### src/rtl/bram_stream_dma.sv
// bram_stream_dma: sequential load/dump engine driving one port of a true_dpbram buffer.
// Load mode copies a valid/ready input stream into consecutive BRAM words.
// Dump mode reads consecutive BRAM words out to a valid/ready stream. A 2-entry FIFO
// absorbs the one-cycle BRAM read latency so the stream can run at one word per clock
// and still tolerate arbitrary backpressure.
module bram_stream_dma #(
    parameter int DWIDTH   = 112,
    parameter int AWIDTH   = 13,
    parameter int MEM_SIZE = 4116,
    parameter int LWIDTH   = AWIDTH + 1
) (
    input  logic              clk,
    input  logic              rst_n,
    input  logic              start_i,
    input  logic              mode_i,
    input  logic [AWIDTH-1:0] base_addr_i,
    input  logic [LWIDTH-1:0] len_i,
    output logic              busy_o,
    output logic              done_o,
    output logic              err_o,
    input  logic              s_valid_i,
    output logic              s_ready_o,
    input  logic [DWIDTH-1:0] s_data_i,
    output logic              m_valid_o,
    input  logic              m_ready_i,
    output logic [DWIDTH-1:0] m_data_o,
    output logic              m_last_o,
    output logic              mem_ce_o,
    output logic              mem_we_o,
    output logic [AWIDTH-1:0] mem_addr_o,
    output logic [DWIDTH-1:0] mem_d_o,
    input  logic [DWIDTH-1:0] mem_q_i
);

    typedef enum logic [1:0] {
        ST_IDLE = 2'd0,
        ST_LOAD = 2'd1,
        ST_DUMP = 2'd2,
        ST_DONE = 2'd3
    } state_t;

    // The range check runs one bit wider than the length field so base+len cannot wrap.
    localparam logic [LWIDTH:0]   MEM_SIZE_C = (LWIDTH+1)'(MEM_SIZE);
    localparam logic [LWIDTH-1:0] LEN_ONE_C  = {{(LWIDTH-1){1'b0}}, 1'b1};
    localparam logic [LWIDTH-1:0] LEN_ZERO_C = {LWIDTH{1'b0}};

    state_t              state_q, state_d;
    logic [AWIDTH-1:0]   base_q, base_d;
    logic [LWIDTH-1:0]   len_q, len_d;
    logic [LWIDTH-1:0]   wr_cnt_q, wr_cnt_d;
    logic [LWIDTH-1:0]   rd_cnt_q, rd_cnt_d;
    logic [LWIDTH-1:0]   pop_cnt_q, pop_cnt_d;
    logic                err_q, err_d;
    logic                inflight_q, inflight_d;
    logic [DWIDTH-1:0]   fifo_q [2];
    logic [DWIDTH-1:0]   fifo_d [2];
    logic                wr_ptr_q, wr_ptr_d;
    logic                rd_ptr_q, rd_ptr_d;
    logic [1:0]          occ_q, occ_d;

    logic [LWIDTH:0]     end_addr_s;
    logic                start_bad_s;
    logic [LWIDTH-1:0]   last_idx_s;
    logic                s_ready_s;
    logic                load_fire_s;
    logic                fifo_nonempty_s;
    logic                pop_s;
    logic [2:0]          fill_level_s;
    logic                rd_issue_s;
    logic [DWIDTH-1:0]   fifo_head_s;

    assign end_addr_s      = (LWIDTH+1)'(base_addr_i) + (LWIDTH+1)'(len_i);
    assign start_bad_s     = (len_i == LEN_ZERO_C) || (end_addr_s > MEM_SIZE_C);
    assign last_idx_s      = len_q - LEN_ONE_C;
    assign s_ready_s       = (state_q == ST_LOAD) && (wr_cnt_q < len_q);
    assign load_fire_s     = s_valid_i && s_ready_s;
    assign fifo_nonempty_s = (occ_q != 2'd0);
    assign pop_s           = fifo_nonempty_s && m_ready_i;
    assign fifo_head_s     = fifo_q[rd_ptr_q];
    // Words already buffered plus the one still coming back from the BRAM.
    assign fill_level_s    = {1'b0, occ_q} + {2'b00, inflight_q};
    // A read may issue only if its data is guaranteed a FIFO slot when it returns.
    assign rd_issue_s      = (state_q == ST_DUMP) && (rd_cnt_q < len_q) &&
                             (fill_level_s < (3'd2 + {2'b00, pop_s}));

    // Drive status, stream and BRAM port outputs from the current state and handshakes.
    always_comb begin
        busy_o     = (state_q != ST_IDLE);
        done_o     = (state_q == ST_DONE);
        err_o      = err_q;
        s_ready_o  = s_ready_s;
        m_valid_o  = fifo_nonempty_s;
        m_data_o   = {DWIDTH{1'b0}};
        m_last_o   = 1'b0;
        mem_ce_o   = 1'b0;
        mem_we_o   = 1'b0;
        mem_addr_o = {AWIDTH{1'b0}};
        mem_d_o    = {DWIDTH{1'b0}};
        if (fifo_nonempty_s) begin
            m_data_o = fifo_head_s;
            m_last_o = (pop_cnt_q == last_idx_s);
        end else begin
            m_data_o = {DWIDTH{1'b0}};
            m_last_o = 1'b0;
        end
        if (load_fire_s) begin
            mem_ce_o   = 1'b1;
            mem_we_o   = 1'b1;
            mem_addr_o = base_q + wr_cnt_q[AWIDTH-1:0];
            mem_d_o    = s_data_i;
        end else if (rd_issue_s) begin
            mem_ce_o   = 1'b1;
            mem_we_o   = 1'b0;
            mem_addr_o = base_q + rd_cnt_q[AWIDTH-1:0];
        end else begin
            mem_ce_o   = 1'b0;
        end
    end

    // Command sequencing: start check, per-mode counters and completion detection.
    always_comb begin
        state_d    = state_q;
        base_d     = base_q;
        len_d      = len_q;
        wr_cnt_d   = wr_cnt_q;
        rd_cnt_d   = rd_cnt_q;
        pop_cnt_d  = pop_cnt_q;
        err_d      = err_q;
        inflight_d = rd_issue_s;
        case (state_q)
            ST_IDLE: begin
                if (start_i) begin
                    if (start_bad_s) begin
                        err_d   = 1'b1;
                        state_d = ST_DONE;
                    end else begin
                        err_d     = 1'b0;
                        base_d    = base_addr_i;
                        len_d     = len_i;
                        wr_cnt_d  = LEN_ZERO_C;
                        rd_cnt_d  = LEN_ZERO_C;
                        pop_cnt_d = LEN_ZERO_C;
                        state_d   = mode_i ? ST_DUMP : ST_LOAD;
                    end
                end else begin
                    state_d = ST_IDLE;
                end
            end
            ST_LOAD: begin
                if (load_fire_s) begin
                    wr_cnt_d = wr_cnt_q + LEN_ONE_C;
                    if (wr_cnt_q == last_idx_s) begin
                        state_d = ST_DONE;
                    end else begin
                        state_d = ST_LOAD;
                    end
                end else begin
                    state_d = ST_LOAD;
                end
            end
            ST_DUMP: begin
                if (rd_issue_s) begin
                    rd_cnt_d = rd_cnt_q + LEN_ONE_C;
                end else begin
                    rd_cnt_d = rd_cnt_q;
                end
                if (pop_s) begin
                    pop_cnt_d = pop_cnt_q + LEN_ONE_C;
                    if (pop_cnt_q == last_idx_s) begin
                        state_d = ST_DONE;
                    end else begin
                        state_d = ST_DUMP;
                    end
                end else begin
                    state_d = ST_DUMP;
                end
            end
            ST_DONE: begin
                state_d = ST_IDLE;
            end
            default: begin
                state_d = ST_IDLE;
            end
        endcase
    end

    // FIFO bookkeeping: push returning read data, pop on stream handshake, both in one cycle.
    always_comb begin
        fifo_d   = fifo_q;
        wr_ptr_d = wr_ptr_q;
        rd_ptr_d = rd_ptr_q;
        if (inflight_q) begin
            fifo_d[wr_ptr_q] = mem_q_i;
            wr_ptr_d         = ~wr_ptr_q;
        end else begin
            wr_ptr_d = wr_ptr_q;
        end
        if (pop_s) begin
            rd_ptr_d = ~rd_ptr_q;
        end else begin
            rd_ptr_d = rd_ptr_q;
        end
        occ_d = occ_q + {1'b0, inflight_q} - {1'b0, pop_s};
    end

    // State register; reset abandons any command and discards a read still in flight.
    always_ff @(posedge clk) begin
        if (!rst_n) begin
            state_q    <= ST_IDLE;
            base_q     <= {AWIDTH{1'b0}};
            len_q      <= LEN_ZERO_C;
            wr_cnt_q   <= LEN_ZERO_C;
            rd_cnt_q   <= LEN_ZERO_C;
            pop_cnt_q  <= LEN_ZERO_C;
            err_q      <= 1'b0;
            inflight_q <= 1'b0;
            fifo_q     <= '{default: {DWIDTH{1'b0}}};
            wr_ptr_q   <= 1'b0;
            rd_ptr_q   <= 1'b0;
            occ_q      <= 2'd0;
        end else begin
            state_q    <= state_d;
            base_q     <= base_d;
            len_q      <= len_d;
            wr_cnt_q   <= wr_cnt_d;
            rd_cnt_q   <= rd_cnt_d;
            pop_cnt_q  <= pop_cnt_d;
            err_q      <= err_d;
            inflight_q <= inflight_d;
            fifo_q     <= fifo_d;
            wr_ptr_q   <= wr_ptr_d;
            rd_ptr_q   <= rd_ptr_d;
            occ_q      <= occ_d;
        end
    end

endmodule

### config.mk
export PLATFORM = sky130hd
export DESIGN_NAME = bram_stream_dma
export DESIGN_NICKNAME = d
export VERILOG_FILES = /design/src/rtl/bram_stream_dma.sv
export SDC_FILE = /design/constraint.sdc
export NUM_CORES = 1
export LEC_CHECK = 0
export BUFFER_PORTS_ARGS = -buffer_cell sky130_fd_sc_hd__buf_2
export CAP_MARGIN = 10
export CELL_PAD_IN_SITES_DETAIL_PLACEMENT = 1
export CELL_PAD_IN_SITES_GLOBAL_PLACEMENT = 2
export CORE_UTILIZATION = 29
export DETAILED_ROUTE_END_ITERATION = 7
export PLACE_DENSITY_LB_ADDON = 0.1
export SLEW_MARGIN = 10
export SYNTH_ARGS = -nofsm -noshare
export SYNTH_HDL_FRONTEND = slang
export SYNTH_SLANG_ARGS = --single-unit
export TNS_END_PERCENT = 10
### constraint.sdc
create_clock -name clk -period 3.8 [get_ports clk]
set_input_delay 0.76 -clock clk [delete_from_list [all_inputs] [get_ports clk]]
set_output_delay 0.76 -clock clk [all_outputs]
set_load 0.02 [all_outputs]
### Word level (Yosys, flattened, before mapping)

Cells that the tools add are included.

| operators by class | value |
|---|---|
| $add $sub $neg | 11 |
| $lt $le $gt $ge | 7 |
| eq/ne operators | 10 |
| muxes and demuxes | 31 |
| bitwise logic cells | 5 |
| reduce and logical (&&, ||, !) cells | 18 |

Operators with widths:

| operator | number |
|---|---|
| $mux W112 | 6 |
| $bwmux W224 | 1 |
| $demux W112 S1 | 1 |
| $pmux W14 S2 | 3 |
| $mux W14 | 5 |
| $add A14 B1 Y14 const B | 3 |
| $eq A14 B14 Y1 | 2 |
| $lt A14 B14 Y1 | 2 |
| $add A13 B13 Y13 | 2 |
| $mux W13 | 2 |
| $add A13 B14 Y15 | 1 |
| $gt A15 B13 Y1 const B | 1 |
| $logic_not A14 Y1 | 1 |
| $sub A14 B1 Y14 const B | 1 |
| $mux W2 | 6 |
| $reduce_and A4 Y1 | 3 |
| $ne A2 B2 Y1 const B | 5 |
| $pmux W2 S4 | 1 |
| $reduce_bool A2 Y1 | 4 |
| $logic_and A1 B1 Y1 | 6 |
| $mux W1 | 6 |
| $eq A2 B2 Y1 const B | 2 |
| $ge A2 B2 Y1 const B | 2 |
| $not A1 Y2 | 2 |
| 12 further kinds | 14 |

| word-level totals | value |
|---|---|
| bits in registers | 301 |
| input bits | 257 |
| output and inout port bits | 245 |
| word-level logic and storage cells | 95 |

### Longest topological paths before layout

Gate-level depths: netlist of run 1.

| depth | value |
|---|---|
| depth in word-level cells | 7 |
| mapped depth | 13 |
| gate-level depth less buffers | 11 |

### Worst setup path after synthesis of run 1

Ideal clock, no wire load.

| timing | value |
|---|---|
| path type | reg2out |
| from | register len_q[11] |
| to | output port mem_addr_o[4] |
| arrival time | 2.944 ns |
| required time | 3.040 ns |
| slack | 0.096 ns |
| stages on the path, launching flop included | 11 |
| path buffers | 2 |
| cells stage by stage | dfxtp_1 clkbuf_1 inv_1 ha_1 and4_1 a2111oi_0 nand2_1 a211oi_1 o21ai_1 clkbuf_1 o32ai_1 |

| between the ends | value |
|---|---|
| cells in the longest elaborated chain, start to end | 5 |
| elaborated cells between the ends (all ways) | 8 |
| those cells by class | order compare (2); mux (2); reduce/logical (4) |

RTL lines:

| item | line | text |
|---|---|---|
| start, declared | 49 | `logic [LWIDTH-1:0] len_q, len_d;` |
| start signal, assigned | 224 | `len_q <= len_d;` |
| $lt A14 B14 Y1 | 83 | `assign rd_issue_s = (state_q == ST_DUMP) && (rd_cnt_q < len_q) &&` |
| $logic_and A1 B1 Y1 (2 in series) | 83 |  |
| $mux W13 | 111 | `end else if (rd_issue_s) begin` |
| $mux W13 (*) | 106 | `if (load_fire_s) begin` |
| end, declared | 30 | `output logic [AWIDTH-1:0] mem_addr_o,` |

Mark *: on every way between the ends. The rest lies on a longest branch, timed or not.

### Final worst setup path of run 1

| timing | value |
|---|---|
| from | register len_q[3] |
| to | output port mem_d_o[45] |

| between the ends | value |
|---|---|
| cells in the longest elaborated chain, start to end | 4 |

RTL lines:

| item | line | text |
|---|---|---|
| $lt A14 B14 Y1 | 75 | `assign s_ready_s = (state_q == ST_LOAD) && (wr_cnt_q < len_q);` |
| $logic_and A1 B1 Y1 | 75 |  |
| $logic_and A1 B1 Y1 | 76 | `assign load_fire_s = s_valid_i && s_ready_s;` |
| $mux W112 | 106 |  |
| end, declared | 31 | `output logic [DWIDTH-1:0] mem_d_o,` |

Every way passes these cells.

==> results of run 1 <==
cells by family (layout without fill, tap and decap cells):
group	count (synthesis)	count (layout)	synth area share, %
AND/OR/NAND/NOR	1047	1047	27.52
multiplexers	141	141	8.247
XOR/XNOR	62	62	3.173
AO/OA/AOI/OAI	447	447	15.28
flip-flops	301	301	35.21
adder cells (fa/ha/maj)	75	75	5.615
other	0	15	0
buffers and inverters	207	682	4.950
timing repair:
| action | CTS | global route |
|---|---|---|
| pin swaps | 6 | 24 |
| setup endpoints to repair | 129 | 127 |
| resized for setup | 193 | 46 |
| buffers inserted | 5 | 17 |
| gates cloned | 3 | 0 |
state kept, by name, indices dropped and copies added, names as in the netlist:
register    cells
base_q         13
len_q          14
inflight_q      1
fifo_q        224
wr_ptr_q        1
rd_ptr_q        1
occ_q           2
err_o           1
state_q         2
wr_cnt_q       14
pop_cnt_q      14
rd_cnt_q       14
synthesized netlist by cell type, drive strengths merged (2+ instances only):
cell	count	area (µm²)
a2111oi	7	61.31
a211oi	4	30.03
a21o	6	45.04
a21oi	260	1301
a2bb2oi	3	26.28
a311o	2	20.02
a31o	5	43.79
a31oi	16	115.1
a32oi	8	70.07
a41oi	10	87.58
and2	121	757.0
and3	13	81.33
buf	31	186.4
clkbuf	129	484.2
dfxtp	301	6026
fa	3	60.06
ha	72	900.9
inv	47	176.4
mux2i	141	1411
nand2	558	2102
nand2b	15	93.84
nand3	64	320.3
nand4	10	77.57
nor2	160	600.6
nor2b	13	81.33
nor3	45	235.2
nor3b	5	42.54
nor4	17	112.6
o2111ai	3	26.28
o211a	2	20.02
o211ai	13	97.59
o21a	4	30.03
o21ai	59	295.3
o21bai	3	22.52
o22ai	20	125.1
o31ai	2	15.01
o32ai	3	26.28
o41ai	5	43.79
or2	7	43.79
or3	9	61.31
or4	3	22.52
xnor2	37	324.1
xor2	25	219.0
placed cells by master (no fill, tap or decap), drive strengths merged, types with 5 or more instances in the layout:
master / synthesis / final
clkbuf: 129 / 55
nand2: 558 / 558
a31oi: 16 / 16
a2111oi: 7 / 7
or2: 7 / 7
a31o: 5 / 5
nor4: 17 / 17
a21o: 6 / 6
o22ai: 20 / 20
xnor2: 37 / 37
diode: 0 / 15
xor2: 25 / 25
o41ai: 5 / 5
nand3: 64 / 64
nor3b: 5 / 5
nand2b: 15 / 15
mux2i: 141 / 141
nor2: 160 / 160
ha: 72 / 72
o211ai: 13 / 13
nor2b: 13 / 13
inv: 47 / 47
a32oi: 8 / 8
or3: 9 / 9
dfxtp: 301 / 301
and2: 121 / 121
a41oi: 10 / 10
buf: 31 / 571
nand4: 10 / 10
o21ai: 59 / 59
nor3: 45 / 45
a21oi: 260 / 260
and3: 13 / 13
per-stage QoR:
stage	setup TNS (ps)	util, %
final	-553.3	39.27
after global routing	-10890	39.26
after CTS	-4008	38.68
after detailed placement	0	35.25
after global placement	0	35.25
after floorplan	0	-
worst paths after layout:
path          startpoint  slack [ps]     endpoint
max             len_q[3]         -30  mem_d_o[45]
max reg2reg     len_q[1]         980   state_q[1]
min reg2reg  fifo_q[125]         450  fifo_q[125]
min          mem_q_i[77]         450  fifo_q[189]
metal layers:
| layer | GRT usage [%] | part of all wire [%] | vias up |
|---|---|---|---|
| li1 | - | - | 8664 |
| met1 | 28.77 | 42 | 8671 |
| met2 | 42.28 | 49 | 475 |
| met3 | 4.297 | 4.5 | 135 |
| met4 | 12.04 | 4.9 | 4 |
| met5 | 0 | 0.036 | - |
area by class of cell:
cell class / count / area [µm²] / share of cell area [%]
Multi-Input combinational cell: 1772 / 10560 / 46.36
Sequential cell: 301 / 6073 / 26.66
Timing Repair Buffer: 572 / 3685 / 16.17
Clock buffer: 55 / 1156 / 5.074
Tap cell: 765 / 957.2 / 4.201
Inverter: 47 / 197.7 / 0.8677
Clock inverter: 8 / 115.1 / 0.5052
Antenna cell: 15 / 37.54 / 0.1647
power breakdown:
group	switching [mW]	leakage (nW)	total (mW)	internal [mW]
clock network	1.44	0.626	3.69	2.24
registers	0.117	2.44	3.37	3.25
logic	1.50	5.94	2.29	0.799
total	3.06	9.01	9.35	6.29
worst max-delay path, cell delays in order (launching register included):
cell and delay, ps:
dfxtp_4 400, inv_1 100, ha_1 360, a2111oi_4 340, o21ai_2 130, a211oi_4 340, o21ai_4 130, clkinv_4 120
bufbuf_16 300, and2_1 130, buf_2 170
==> impl_metrics.json, run 1 <==
{
  "violations": "negative setup slack",
  "grt_max_degree": 188,
  "hold_path_depth": 3,
  "max_freq_mhz": 261.0,
  "worst_slack_ps": -31.33,
  "syn_avg_cell_area_um2": 7.506,
  "design_area_um2": 22780,
  "cp_data_required_time_ps": 3040,
  "synth_edf_count": 0,
  "drive_above_1_share_pct": 26.35,
  "cts-hold-fix-buffers": 0,
  "cp_max_fo": 19,
  "grt_pass1_vias": 18470,
  "cp-end-kind": "primary output",
  "rsz0062_at_grt": "true",
  "dp_cells": 3432,
  "clk_pin_slew_worst_paths_ps": 60,
  "route.detailed.drc": 0,
  "worst_ir_drop_vdd_v": 0.0004304,
  "gp_congestion": 0.8757,
  "p_leak_nw": 9.007,
  "start_util_pct": 29.49,
  "ant_nets": 0,
  "cts_sinks": 301,
  "synth_nets": 2612,
  "io_buffers": 501,
  "viasPerCell": 5.078,
  "cts_buffer_depth": 3,
  "finClkSkew_ps": 17.62,
  "wirelength_mm": 75.79,
  "clk_latency_ps": 550,
  "maxCapViolCount": 0,
  "netlist_area_um2": 17110,
  "h-tree-depth": 2,
  "finalCritPeriodShare_pct": 100.8,
  "drt-initial-drc-count": 853,
  "core_um2": 58030,
  "synthCells": 2280,
  "dp_slack_ps": 76.38,
  "gr-total-overflow": 0,
  "yosysSeqAreaShare_pct": 35.21,
  "slew_headroom_pct": 30.48,
  "num_rows": 88,
  "period_needed_ps": 3831,
  "wire_per_inst_um": 21.44,
  "holdWs_ps": 448.7,
  "holdCritPathClass": "primary input to register",
  "crit_arrival_ps": 3070,
  "die_w_um": 244.9,
  "p_per_area_nw_per_um2": 410.3,
  "setup_viol": 31,
  "grt_usage_pct": 24.36,
  "status": "finished with violations",
  "synth_seq_cells": 301,
  "synth_ff_type": "dfxtp_1",
  "nFillCells": 7148,
  "rr_worst_depth": 11,
  "ys_types": 78,
  "clock-root-buffer": "clkbuf_16",
  "dpl_cell_area_um2": 20450,
  "start_kind": "register",
  "cts_tree": "done",
  "yosysWarnings": 0,
  "nets": 3064,
  "grt_antenna_before_repair": 20,
  "cts_buffers": 38,
  "dp_hpwl_mm": 54.45,
  "tightest_slew_ps": 1043,
  "die_area_um2": 59990,
  "hold_viol": 0,
  "drv_slew": 0,
  "grt_pass1_wl_mm": 112.3,
  "syn_to_final_growth_pct": 33.14,
  "drtPass1Iterations": 5,
  "synthArstFlopShare_pct": 0,
  "finalNonFillerCells": 3535,
  "vias": 17950,
  "die_h_um": 244.9,
  "path_class": "register to primary output",
  "power_mw": 9.349,
  "ios": 502
}
No activity file was read; power rests on OpenSTA's default activity.
==> inputs of run 2 (changes only) <==
--- a/config.mk
+++ b/config.mk
@@ -6,9 +6,10 @@
 export NUM_CORES = 1
 export LEC_CHECK = 0
+export ABC_AREA = 1
 export BUFFER_PORTS_ARGS = -buffer_cell sky130_fd_sc_hd__buf_2
 export CAP_MARGIN = 10
 export CELL_PAD_IN_SITES_DETAIL_PLACEMENT = 1
 export CELL_PAD_IN_SITES_GLOBAL_PLACEMENT = 2
-export CORE_UTILIZATION = 29
+export CORE_UTILIZATION = 27
 export DETAILED_ROUTE_END_ITERATION = 7
 export PLACE_DENSITY_LB_ADDON = 0.1
==> constraint.sdc (replaced) <==
create_clock -name clk -period 3.8 [get_ports clk]
set_input_delay 0.76 -clock clk [delete_from_list [all_inputs] [get_ports clk]]
set_output_delay 0.76 -clock clk [all_outputs]
set_load 0.01 [all_outputs]
==> impl_metrics.json, run 2 <==
{
  "max_freq_mhz": 273.7,
  "clock-root-buffer": "clkbuf_16",
  "cts_buffers": 40,
  "die_h_um": 255.4,
  "grt_antenna_before_repair": 27,
  "gr-total-overflow": 0,
  "path_class": "register to primary output",
  "regMostFlops": "fifo_q",
  "yosysSeqAreaShare_pct": 34.77,
  "crit_start": "len_q[0]",
  "nFillCells": 8276,
  "cp-end-kind": "primary output",
  "vias": 19390,
  "final_cell_mix": "nor2_1, nand2_1, buf_2",
  "finalCritPeriodShare_pct": 96.16,
  "drv_slew": 0,
  "synth_compound_area_share_pct": 14.51,
  "dr_wl_met2_mm": 35.68,
  "switching_share_pct": 38.93,
  "r2r-end": "wr_cnt_q[3]",
  "ant_nets": 0,
  "nets": 3567,
  "h-tree-depth": 2,
  "start_kind": "register",
  "synth_ff_type": "dfxtp_1",
  "start_util_pct": 27.42,
  "dp_hpwl_mm": 52.26,
  "die_area_um2": 65200,
  "endpoint": "m_last_o",
  "viasPerCell": 4.707,
  "drive_above_1_share_pct": 20.10,
  "dpl_cell_area_um2": 20700,
  "route.detailed.drc": 0,
  "yosysTopAreaCell": "dfxtp_1",
  "num_rows": 92,
  "final_core_util_pct": 35.21,
  "synth_seq_cells": 301,
  "cpMostUsedCell": "nand2_1",
  "cts_tree": "done",
  "cts-hold-fix-buffers": 0,
  "io_buffers": 501,
  "setup_viol": 0,
  "rr_worst_depth": 15,
  "hold_viol": 0,
  "wirelength_mm": 73.74,
  "synth_xor_area_share_pct": 2.274,
  "crit_chain": "inv_1 > ha_2 > nand2_1 > nor2_4 > xor2_1 > nand2_1 > nand2_1 > nand4_1 > nor3_1 > nand2_1 > nor2_1 > buf_2",
  "ios": 502,
  "die_w_um": 255.4,
  "syn_to_final_growth_pct": 28.39,
  "design_area_um2": 22250,
  "synth_edf_count": 0,
  "intPower_mw": 7.243,
  "final_common_cell": "nor2_1",
  "drtPass1Iterations": 5,
  "wl_met3_mm": 4.288,
  "synth_top_family_by_area": "simple AND/OR/NAND/NOR gates",
  "cts_sinks": 301,
  "p_leak_nw": 11.01,
  "grt_usage_pct": 22.04,
  "ys_types": 41,
  "yosysWarnings": 0,
  "rsz0062_at_grt": "true",
  "hold_path_depth": 3,
  "synth_nets": 3131,
  "tightest_slew_ps": 1067,
  "m1WireLength_mm": 31.63,
  "yosys.area.top_type_share_pct": 34.77,
  "comb_power_share_pct": 34.4,
  "reg2reg_setup_slack_ps": 960,
  "p_seq_share_pct": 32.9,
  "syn_avg_cell_area_um2": 6.192,
  "synthSimpleGateAreaFrac_pct": 33.56,
  "finalSetupTns_ps": 0,
  "netlist_area_um2": 17330,
  "cpPeakStageDelay_ps": 310,
  "cts_buffer_depth": 3,
  "gp_congestion": 0.8629,
  "p_per_area_nw_per_um2": 533.0,
  "wire_per_inst_um": 17.90,
  "grt_max_degree": 124,
  "cp_slowest_cell": "dfxtp_1",
  "core_um2": 63200,
  "grt_pass1_vias": 19970,
  "drt-initial-drc-count": 897,
  "ys_top_cells_by_area": "dfxtp_1, nor2_1, nand2_1",
  "yosys-top-cells-count": "nor2_1, nand2_1, dfxtp_1",
  "crit_arrival_ps": 2890,
  "cp_data_required_time_ps": 3040,
  "synthCells": 2799,
  "clkPwrFrac_pct": 32.7,
  "holdWs_ps": 437.0,
  "maxCapViolCount": 0,
  "grt_pass1_wl_mm": 114.8,
  "synth_fa_ha_area_share_pct": 5.545,
  "power.net_switching_mw": 4.617,
  "cp_max_fo": 4,
  "largest_reg_flops": 224,
  "holdCritPathClass": "primary input to register",
  "worst_ir_drop_vdd_v": 0.0003460,
  "clk_pin_slew_worst_paths_ps": 60,
  "clk_latency_ps": 560,
  "highest_layer": "met5",
  "synth_mux_area_share_pct": 0,
  "finClkSkew_ps": 13.45,
  "slew_headroom_pct": 28.89,
  "yosysMostFrequentCell": "nor2_1",
  "synthArstFlopShare_pct": 0,
  "timing.rr.start": "len_q[3]",
  "status": "complete, no violations",
  "period_needed_ps": 3654
}
## run 2: cell count changes in the layout (fill, tap and decap cells not counted), moves of 92 or more
cell     change
nor2_1     +605
o21ai_0    +243
inv_1      +212
mux2i_1    -141
and2_1     -110
buf_2       +92
## run 2: how the worst min path moves through the flow
| stage | startpoint | slack (ps) | to |
|---|---|---|---|
| after global placement | fifo_q[69] | 460 | fifo_q[69] |
| after detailed placement | fifo_q[68] | 470 | fifo_q[68] |
| after floorplan | fifo_q[0] | 460 | fifo_q[0] |
| after global routing | mem_q_i[111] | 420 | fifo_q[223] |
| after CTS | mem_q_i[38] | 400 | fifo_q[150] |
| final | mem_q_i[61] | 440 | fifo_q[173] |
## run 2: logic make-up after synthesis
logic type,Yosys count
buffers and inverters,414
adder cells (fa/ha/maj),75
AO/OA/AOI/OAI,485
flip-flops,301
XOR/XNOR,45
AND/OR/NAND/NOR,1479
## run 2: critical path, delay by kind of cell, from the launching register on
| family | cells | cell delay (ps) |
|---|---|---|
| AND/OR/NAND/NOR | 8 | 1160 |
| flip-flops | 1 | 310 |
| XOR/XNOR | 1 | 230 |
| adder cells (fa/ha/maj) | 1 | 270 |
| buffers and inverters | 2 | 370 |
## run 2: routing by layer
metal,global-route usage [%],vias up
met5,0,-
met4,6.560,28
met3,5.883,138
met2,38.26,396
met1,26.36,9144
li1,-,9686
## run 2: final cells by class
cell class / count / area (µm²) / share of cell area, %
antenna: 10 / 25.02 / 0.1125
clock buffer: 64 / 1204 / 5.410
multi-input combinational: 2085 / 9809 / 44.09
tap: 846 / 1059 / 4.757
sequential: 301 / 6038 / 27.14
inverter: 260 / 983.4 / 4.420
timing repair buffer: 547 / 3007 / 13.51
clock inverter: 7 / 125.1 / 0.5623
## run 2: power by group through the flow
stage | clock, mW | sequential, mW | combinational [mW]
after floorplan | 0 | 3.82 | 2.58
after global placement | 0 | 3.94 | 3.94
after detailed placement | 0 | 3.96 | 4.02
after CTS | 4.01 | 3.89 | 4.11
after global routing | 4.16 | 3.94 | 4.58
final | 3.88 | 3.90 | 4.08
## run 2: per-stage QoR
step | std cells | worst slack (ps) | power (mW)
final | 4120 | 145.8 | 11.86
after global routing | 4115 | -58.45 | 12.68
after CTS | 4107 | 12.80 | 12.02
after detailed placement | 4031 | 415.9 | 7.979
after global placement | 4031 | 478.3 | 7.886
after floorplan | 2799 | 871.9 | 6.407
## run 2: repair_timing
item	CTS	global route
hold endpoints to repair	0	0
resized for setup	13	20
setup endpoints to repair	109	97
setup buffers	3	3
pin swaps	1	3
gates cloned	2	0
